File: config.mk
export PLATFORM = sky130hd
export DESIGN_NAME = ring_client_arbiter
export DESIGN_NICKNAME = d
export VERILOG_FILES = /design/src/rtl/ring_client_arbiter.sv
export SDC_FILE = /design/constraint.sdc
export NUM_CORES = 1
export LEC_CHECK = 0
export ABC_AREA = 1
export CAP_MARGIN = 0
export CORE_UTILIZATION = 35
export CTS_BUF_LIST = sky130_fd_sc_hd__clkbuf_4
export DETAILED_ROUTE_END_ITERATION = 10
export PLACE_DENSITY = 0.82
export SLEW_MARGIN = 10
export SYNTH_ARGS = -nofsm -noshare
export SYNTH_HDL_FRONTEND = slang
export SYNTH_SLANG_ARGS = --single-unit
File: constraint.sdc
create_clock -name clk -period 2.6 [get_ports clk]
set_clock_uncertainty 0.1 [all_clocks]
set_input_delay 0.39 -clock clk [delete_from_list [all_inputs] [get_ports clk]]
set_output_delay 0.39 -clock clk [all_outputs]
set_load 0.05 [all_outputs]
File: src/rtl/ring_client_arbiter.sv
// ring_client_arbiter: round-robin tagged TX toward one ring node, tag-steered RX back to N requesters
module ring_client_arbiter #(
  parameter int WIDTH = 16,
  parameter int N = 4,
  parameter int TAGBITS = 2,
  parameter int TAGLSB = 8
) (
  input  logic               clk,
  input  logic               rst,
  input  logic [N-1:0]       req_valid,
  input  logic [N*WIDTH-1:0] req_data,
  output logic [N-1:0]       req_grant,
  output logic [WIDTH-1:0]   node_txdata,
  output logic               node_txvalid,
  input  logic               node_txready,
  input  logic [WIDTH-1:0]   node_rxdata,
  input  logic               node_rxvalid,
  output logic               node_rxack,
  output logic [N-1:0]       rsp_valid,
  output logic [WIDTH-1:0]   rsp_data,
  input  logic [N-1:0]       rsp_ready,
  output logic [7:0]         drop_count
);
  typedef enum logic {IDLE, HOLD} state_t;
  state_t state;
  logic [TAGBITS-1:0] ptr, sel, gidx, rxtag;
  logic [2*N-1:0] rot;
  logic [WIDTH-1:0] txw;
  logic found;
  // rotating the doubled request vector puts ptr at bit 0, so the search uses constant indices
  always_comb begin
    rot = {req_valid, req_valid} >> ptr;
    found = 1'b0;
    gidx = '0;
    for (int k = 0; k < N; k++)
      if (!found && rot[k]) begin
        found = 1'b1;
        gidx = TAGBITS'((int'(ptr) + k) % N);
      end
    txw = '0;
    for (int i = 0; i < N; i++)
      if (int'(gidx) == i) txw = req_data[i*WIDTH +: WIDTH];
    txw[TAGLSB +: TAGBITS] = gidx;
    req_grant = (!rst && state == IDLE && found) ? N'(1) << gidx : '0;
    rxtag = node_rxdata[TAGLSB +: TAGBITS];
  end
  always_ff @(posedge clk or posedge rst)
    if (rst) begin
      state <= IDLE;
      ptr <= '0;
      sel <= '0;
      node_txvalid <= 1'b0;
      node_txdata <= '0;
    end else if (state == IDLE) begin
      if (found) begin
        node_txdata <= txw;
        node_txvalid <= 1'b1;
        sel <= gidx;
        state <= HOLD;
      end
    end else if (node_txready) begin
      node_txvalid <= 1'b0;
      ptr <= TAGBITS'((int'(sel) + 1) % N);
      state <= IDLE;
    end
  // the ack pulse itself marks the capture edge, so it can never repeat back to back
  always_ff @(posedge clk or posedge rst)
    if (rst) begin
      node_rxack <= 1'b0;
      rsp_valid <= '0;
      rsp_data <= '0;
      drop_count <= '0;
    end else begin
      node_rxack <= !node_rxack && rsp_valid == '0 && node_rxvalid;
      if (node_rxack) begin
        if (int'(rxtag) < N) begin
          rsp_valid <= N'(1) << rxtag;
          rsp_data <= node_rxdata;
        end else if (drop_count != 8'hFF) drop_count <= drop_count + 8'd1;
      end else if ((rsp_valid & rsp_ready) != '0) rsp_valid <= '0;
    end
endmodule

### Word level (Yosys, flattened, before mapping)

Cells that the tools add are included.
W data, S select, Z words.

* register bits: 43
* input bits: 92
* logic and storage cells: 62
* output and inout port bits: 50

* bitwise operators: 2
* shifts and indexed selects: 3
* muxes and demuxes: 21
* equal/unequal tests: 4
* $add $sub $neg: 4
* reduce and logical (&&, ||, !) cells: 20

Operators with widths (number)
* $mux W16: 4
* $mux W4: 3
* $mux W1: 10
* $mux W2: 4
* $shl A1 B2 Y4 const A: 2
* $shr A8 B2 Y4: 1
* $logic_and A1 B1 Y1: 7
* $reduce_and A2 Y1: 3
* $logic_not A1 Y1: 5
* $add A2 B1 Y2 const B: 2
* $add A2 B2 Y2 const B: 2
* $and A4 B4 Y4: 1
* $eq A2 B2 Y1 const B: 2
* $logic_not A4 Y1: 1
* $reduce_bool A2 Y1: 2
* $reduce_bool A4 Y1: 1
* $eq A2 B1 Y1 const B: 1
* $logic_not A2 Y1: 1
* $ne A2 B2 Y1 const B: 1
* $not A1 Y1: 1

### Logic depth before layout (Yosys ltp)

* word-level depth: 16
* gate-level depth with buffers: 14
* gate-level depth less buffers: 13

### Least setup slack after synthesis

Ideal clock, no wire load.

* path kind: input port to output port
* start: input rst
* end: output req_grant[0]
* data arrival time: 2.601 ns
* required time: 2.110 ns
* buffers on the path: 0
* slack: -0.491 ns
* stages: 3
* cells stage by stage: inv_1 > nand2_1 > nor3_1

* longest elaborated chain between the ends: 4

Ends and longest elaborated chain
* from (decl): RTL line 9 `input logic rst,`
* $logic_not A1 Y1 (no source line)
* $logic_and A1 B1 Y1 (2 in series): RTL line 44 `req_grant = (!rst && state == IDLE && found) ? N'(1) << gidx : '0;`
* $mux W4: RTL line 44
* to (decl): RTL line 12 `output logic [N-1:0] req_grant,`

Every way passes these cells.

### Worst setup path after layout

* start: register ptr[0]
* end: output req_grant[3]

* longest elaborated chain between the ends: 13

Ends and longest elaborated chain
* from (decl): RTL line 26 `logic [TAGBITS-1:0] ptr, sel, gidx, rxtag;`
* from (signal assigned): RTL line 63 `ptr <= TAGBITS'((int'(sel) + 1) % N);`
* $shr A8 B2 Y4: RTL line 32 `rot = {req_valid, req_valid} >> ptr;`
* $mux W1: RTL line 36 `if (!found && rot[k]) begin`
* $logic_not A1 Y1: RTL line 36
* $logic_and A1 B1 Y1: RTL line 36
* $mux W1: RTL line 36
* $logic_not A1 Y1: RTL line 36
* $logic_and A1 B1 Y1: RTL line 36
* $mux W1: RTL line 36
* $logic_not A1 Y1: RTL line 36
* $logic_and A1 B1 Y1: RTL line 36
* $mux W2 / $mux W1 (equally long branches): RTL line 36
* $shl A1 B2 Y4 / $logic_and A1 B1 Y1 (equally long branches): RTL line 44
* $mux W4 *: RTL line 44

Every way passes the cells marked *; elsewhere a longest branch is shown, timed or not.

==> results.md <==
- Status: finished clean
- RSZ-0062 raised after global routing: true
- Pre-antenna DRT Iters: 4
- CP Capture Type: primary output
- Max VDD drop: 0.000519 V
- Switching pwr: 3.61 mW
- Min-Delay Path Depth: 2
- Setup tns final: 0 ns
- Design area: 4170 um^2
- Remaining global-route overflow: 0
- Final hold vios: 0
- Total power: 6.40 mW
- Placed Area: 3940 um^2
- Slew Limit Fails: 0
- Reg clk slew, reported paths: 0.12 ns
- Area occupied by multi-input gates: 1380 um^2
- Largest net degree at the start of global routing: 42
- Nets@finish: 577
- Critical path, cell by cell: buf_6 -> nand2_1 -> nand3_1 -> nand2_2 -> nor2_2 -> nor2_1 -> nand2_2 -> nand2_4 -> nor3_4 -> buf_12
- Final setup viols: 0
- Initial core utilization: 36.1%
- Clock root buffer: clkbuf_4
- Worst EP required: 2.11 ns
- R2R Path Start: ptr[1]$_DFFE_PP0P_
- R2R Setup Slk: 0.34 ns
- Worst R2R End: node_txdata[10]$_DFFE_PP0P_
- Dpl hpwl: 5850 um
- Slew HR: 64.2%
- IO buf count: 125
- Yosys cell types: 31
- Seq pwr share: 18.2%
- Final min period: 2.55 ns
- Final WS setup: 0.0467 ns
- DRT iter0 DRCs: 107
- Crit Path Category: register to primary output
- Clock Tree Buf Depth: 2
- Worst hold slack: 0.385 ns
- Crit path DAT: 2.06 ns
- Final Cycle Share: 98.2%
- Cts hold-fix bufs: 0
- Total number of vias: 2805
- Largest family of logic cells by synthesized area: simple AND/OR/NAND/NOR gates
- Final Instance Count excl. Fillers: 584
- Xor and xnor fraction of the mapped netlist area: 0.672%
- Hold Path End: rsp_data[5]$_DFFE_PP0P_
- Remaining routing DRC violations: 0
- Cell taking the most area after synthesis: dfrtp_1
- First-pass GRT wire length: 12100 um
- Mapped Area: 2610 um^2
- GRT Overall Usage: 20.1%
- Seq/Total Area, Yosys: 39.3%
- Top post-synthesis cells by area: dfrtp_1 (39%), nand2_1 (19%), nand3_1 (9.8%)
- Proportion of synthesized area in mux cells: 0%
- CTS buffer count: 5
- Hold path start: rsp_data[5]$_DFFE_PP0P_
- Area share of the largest cell type after synthesis: 39.3%
- I/O pins: 142
- Worst R2R Path Depth: 12
- Final ANT Viol Nets: 0
- DR WL/cell: 13.7 um
- CP startpoint kind: register
- # diodes: 0
- Dpl ws: -0.00957 ns
- Vias per cell: 4.80
- Die area: 7800 um^2
- H-tree depth: 2
- Yosys Warn Count: 0
- Area Growth Syn to Fin: 59.9%
- Seq. cell area: 1030 um^2
- Logic gate share of total power: 75.4%
- CP max-delay cell: dfrtp_2
- Final WL: 8000 um
- Initial antenna violation count: 0
- Max Freq: 0.392 GHz
- TritonCTS clock tree: built
- Pint: 2.79 mW
- Pwr dens: 1540 nW/um^2
- Die H: 88.3 um
- Clk_lat worst skew: 0.36 ns
- Number of synthesized register bits: 41
- Leak: 2.01 nW
- Post-synthesis adder-cell area fraction: 0%
- Routability cong.: 0.864
- CTS sink cnt: 41
- Die X: 88.3 um
- CP max stage delay: 0.43 ns
- Filler Cells Inserted: 672
- Cell Rows: 31
- Post-Syn Area per Cell: 7.32 um^2
- Most frequent CP cell: nand2_2
- Synth Area in Compound Gates: 6.48%
- Hold WC Path Type: register to register
- Clock group share of total power: 6.3%
- Ratio of cells with drive above 1 in the final layout: 14.6%
- Cells after DPL: 572
- Worst-margin pin slew: 0.536 ns
- Max Cap Viol: 0
- Cells after Synth: 356
- Vias in the first global route: 2664
- Simple-gate portion of the synthesized area: 40.0%
- Critical path fanouts, max: 6
- Switch share: 56.4%
- Finished Core Util: 57.8%
- Core footprint: 7210 um^2
## synth_stat cells
| master | n |
|---|---|
| nor3_1 | 5 |
| nand3_4 | 1 |
| a21oi_1 | 2 |
| buf_6 | 8 |
| clkbuf_1 | 3 |
| o21ai_1 | 14 |
| nor2_2 | 2 |
| o22ai_1 | 4 |
| nand3_1 | 51 |
| o21ai_0 | 6 |
| nand4_1 | 5 |
| a221oi_1 | 1 |
| xnor2_1 | 2 |
| a21oi_2 | 2 |
| inv_1 | 29 |
| nand3b_1 | 14 |
| inv_2 | 3 |
| nand2_2 | 5 |
| buf_4 | 13 |
| nand2_1 | 131 |
| nand2_4 | 2 |
| buf_2 | 2 |
| buf_8 | 1 |
| clkinv_1 | 1 |
| or2_2 | 1 |
| dfrtp_1 | 41 |
| nor2_1 | 1 |
| o21a_1 | 1 |
| nand3_2 | 3 |
| nor2_4 | 1 |
| conb_1 | 1 |
## sequential cells by signal, summed over array words and instances, names as in the netlist
name,cells
node_rxack,1
node_txvalid,1
node_txdata,16
rsp_valid,4
state,1
ptr,2
rsp_data,16
## worst max-delay path: cells and delay by family (launching register included)
family	cells	cell delay, ns
flip-flops	1	0.43
buffers and inverters	2	0.31
AND/OR/NAND/NOR	8	0.98
## power groups by stage
stage / clock (mW) / combinational [mW] / sequential (mW)
floorplan: 0 / 2.50 / 2.10
global placement: 0 / 4.46 / 1.16
detailed placement: 0 / 4.59 / 1.17
CTS: 0.419 / 4.68 / 1.15
global route: 0.438 / 5.26 / 1.20
finish: 0.405 / 4.83 / 1.17
## how the worst max path moves through the flow
| stage | to | slack [ns] | cells past startpoint | start |
|---|---|---|---|---|
| after global placement | req_grant[1] | 0.06 | 12 | req_valid[2] |
| final | req_grant[3] | 0.05 | 10 | ptr[0]$_DFFE_PP0P_ |
| after CTS | req_grant[2] | -0.008 | 9 | ptr[0]$_DFFE_PP0P_ |
| after detailed placement | req_grant[0] | -0.01 | 12 | req_valid[3] |
| after global routing | req_grant[0] | -0.06 | 11 | ptr[0]$_DFFE_PP0P_ |
| after floorplan | req_grant[0] | 0.07 | 11 | ptr[0]$_DFFE_PP0P_ |
## cell families (layout without fill, tap and decap cells)
family / after synthesis / after routing
AND/OR/NAND/NOR: 222 / 222
buffers and inverters: 60 / 182
flip-flops: 41 / 41
AO/OA/AOI/OAI: 30 / 30
XOR/XNOR: 2 / 2
other: 1 / 8
## area by class of cell
cell class | instances | share of cell area, %
Clock buffer | 5 | 0.900
Sequential cell | 41 | 24.7
Inverter | 33 | 3.18
Clock inverter | 2 | 0.840
Tap cell | 99 | 2.97
Timing Repair Buffer | 142 | 34.4
Multi-Input combinational cell | 262 | 33.1
## routing by layer
layer	part of all wire (%)	track usage, %	wire [um]
met3	5.5	3.54	438
met5	0	0	0
met4	2.8	8.65	227
met1	40	23.7	3230
met2	51	36.0	4100
## layout by cell type, fill, tap and decap left out, types with 6 or more instances in the layout
cell,Yosys,layout
nand2_1,131,119
clkdlybuf4s50_1,0,117
nand3_1,51,49
dfrtp_1,41,39
inv_1,29,26
buf_4,13,16
o21ai_1,14,14
nand3b_1,14,14
nand2_2,5,13
conb_1,1,8
nand2_4,2,6
o21ai_0,6,6
## repair_timing
action | in CTS | in global routing
endpoints found under the hold margin | 0 | 0
setup endpoints to repair | 4 | 4
pin swaps | 1 | 11
cloned | 0 | 0
setup buffers | 1 | 4
gates resized for setup | 7 | 28
(Power assumes the default switching activity.)
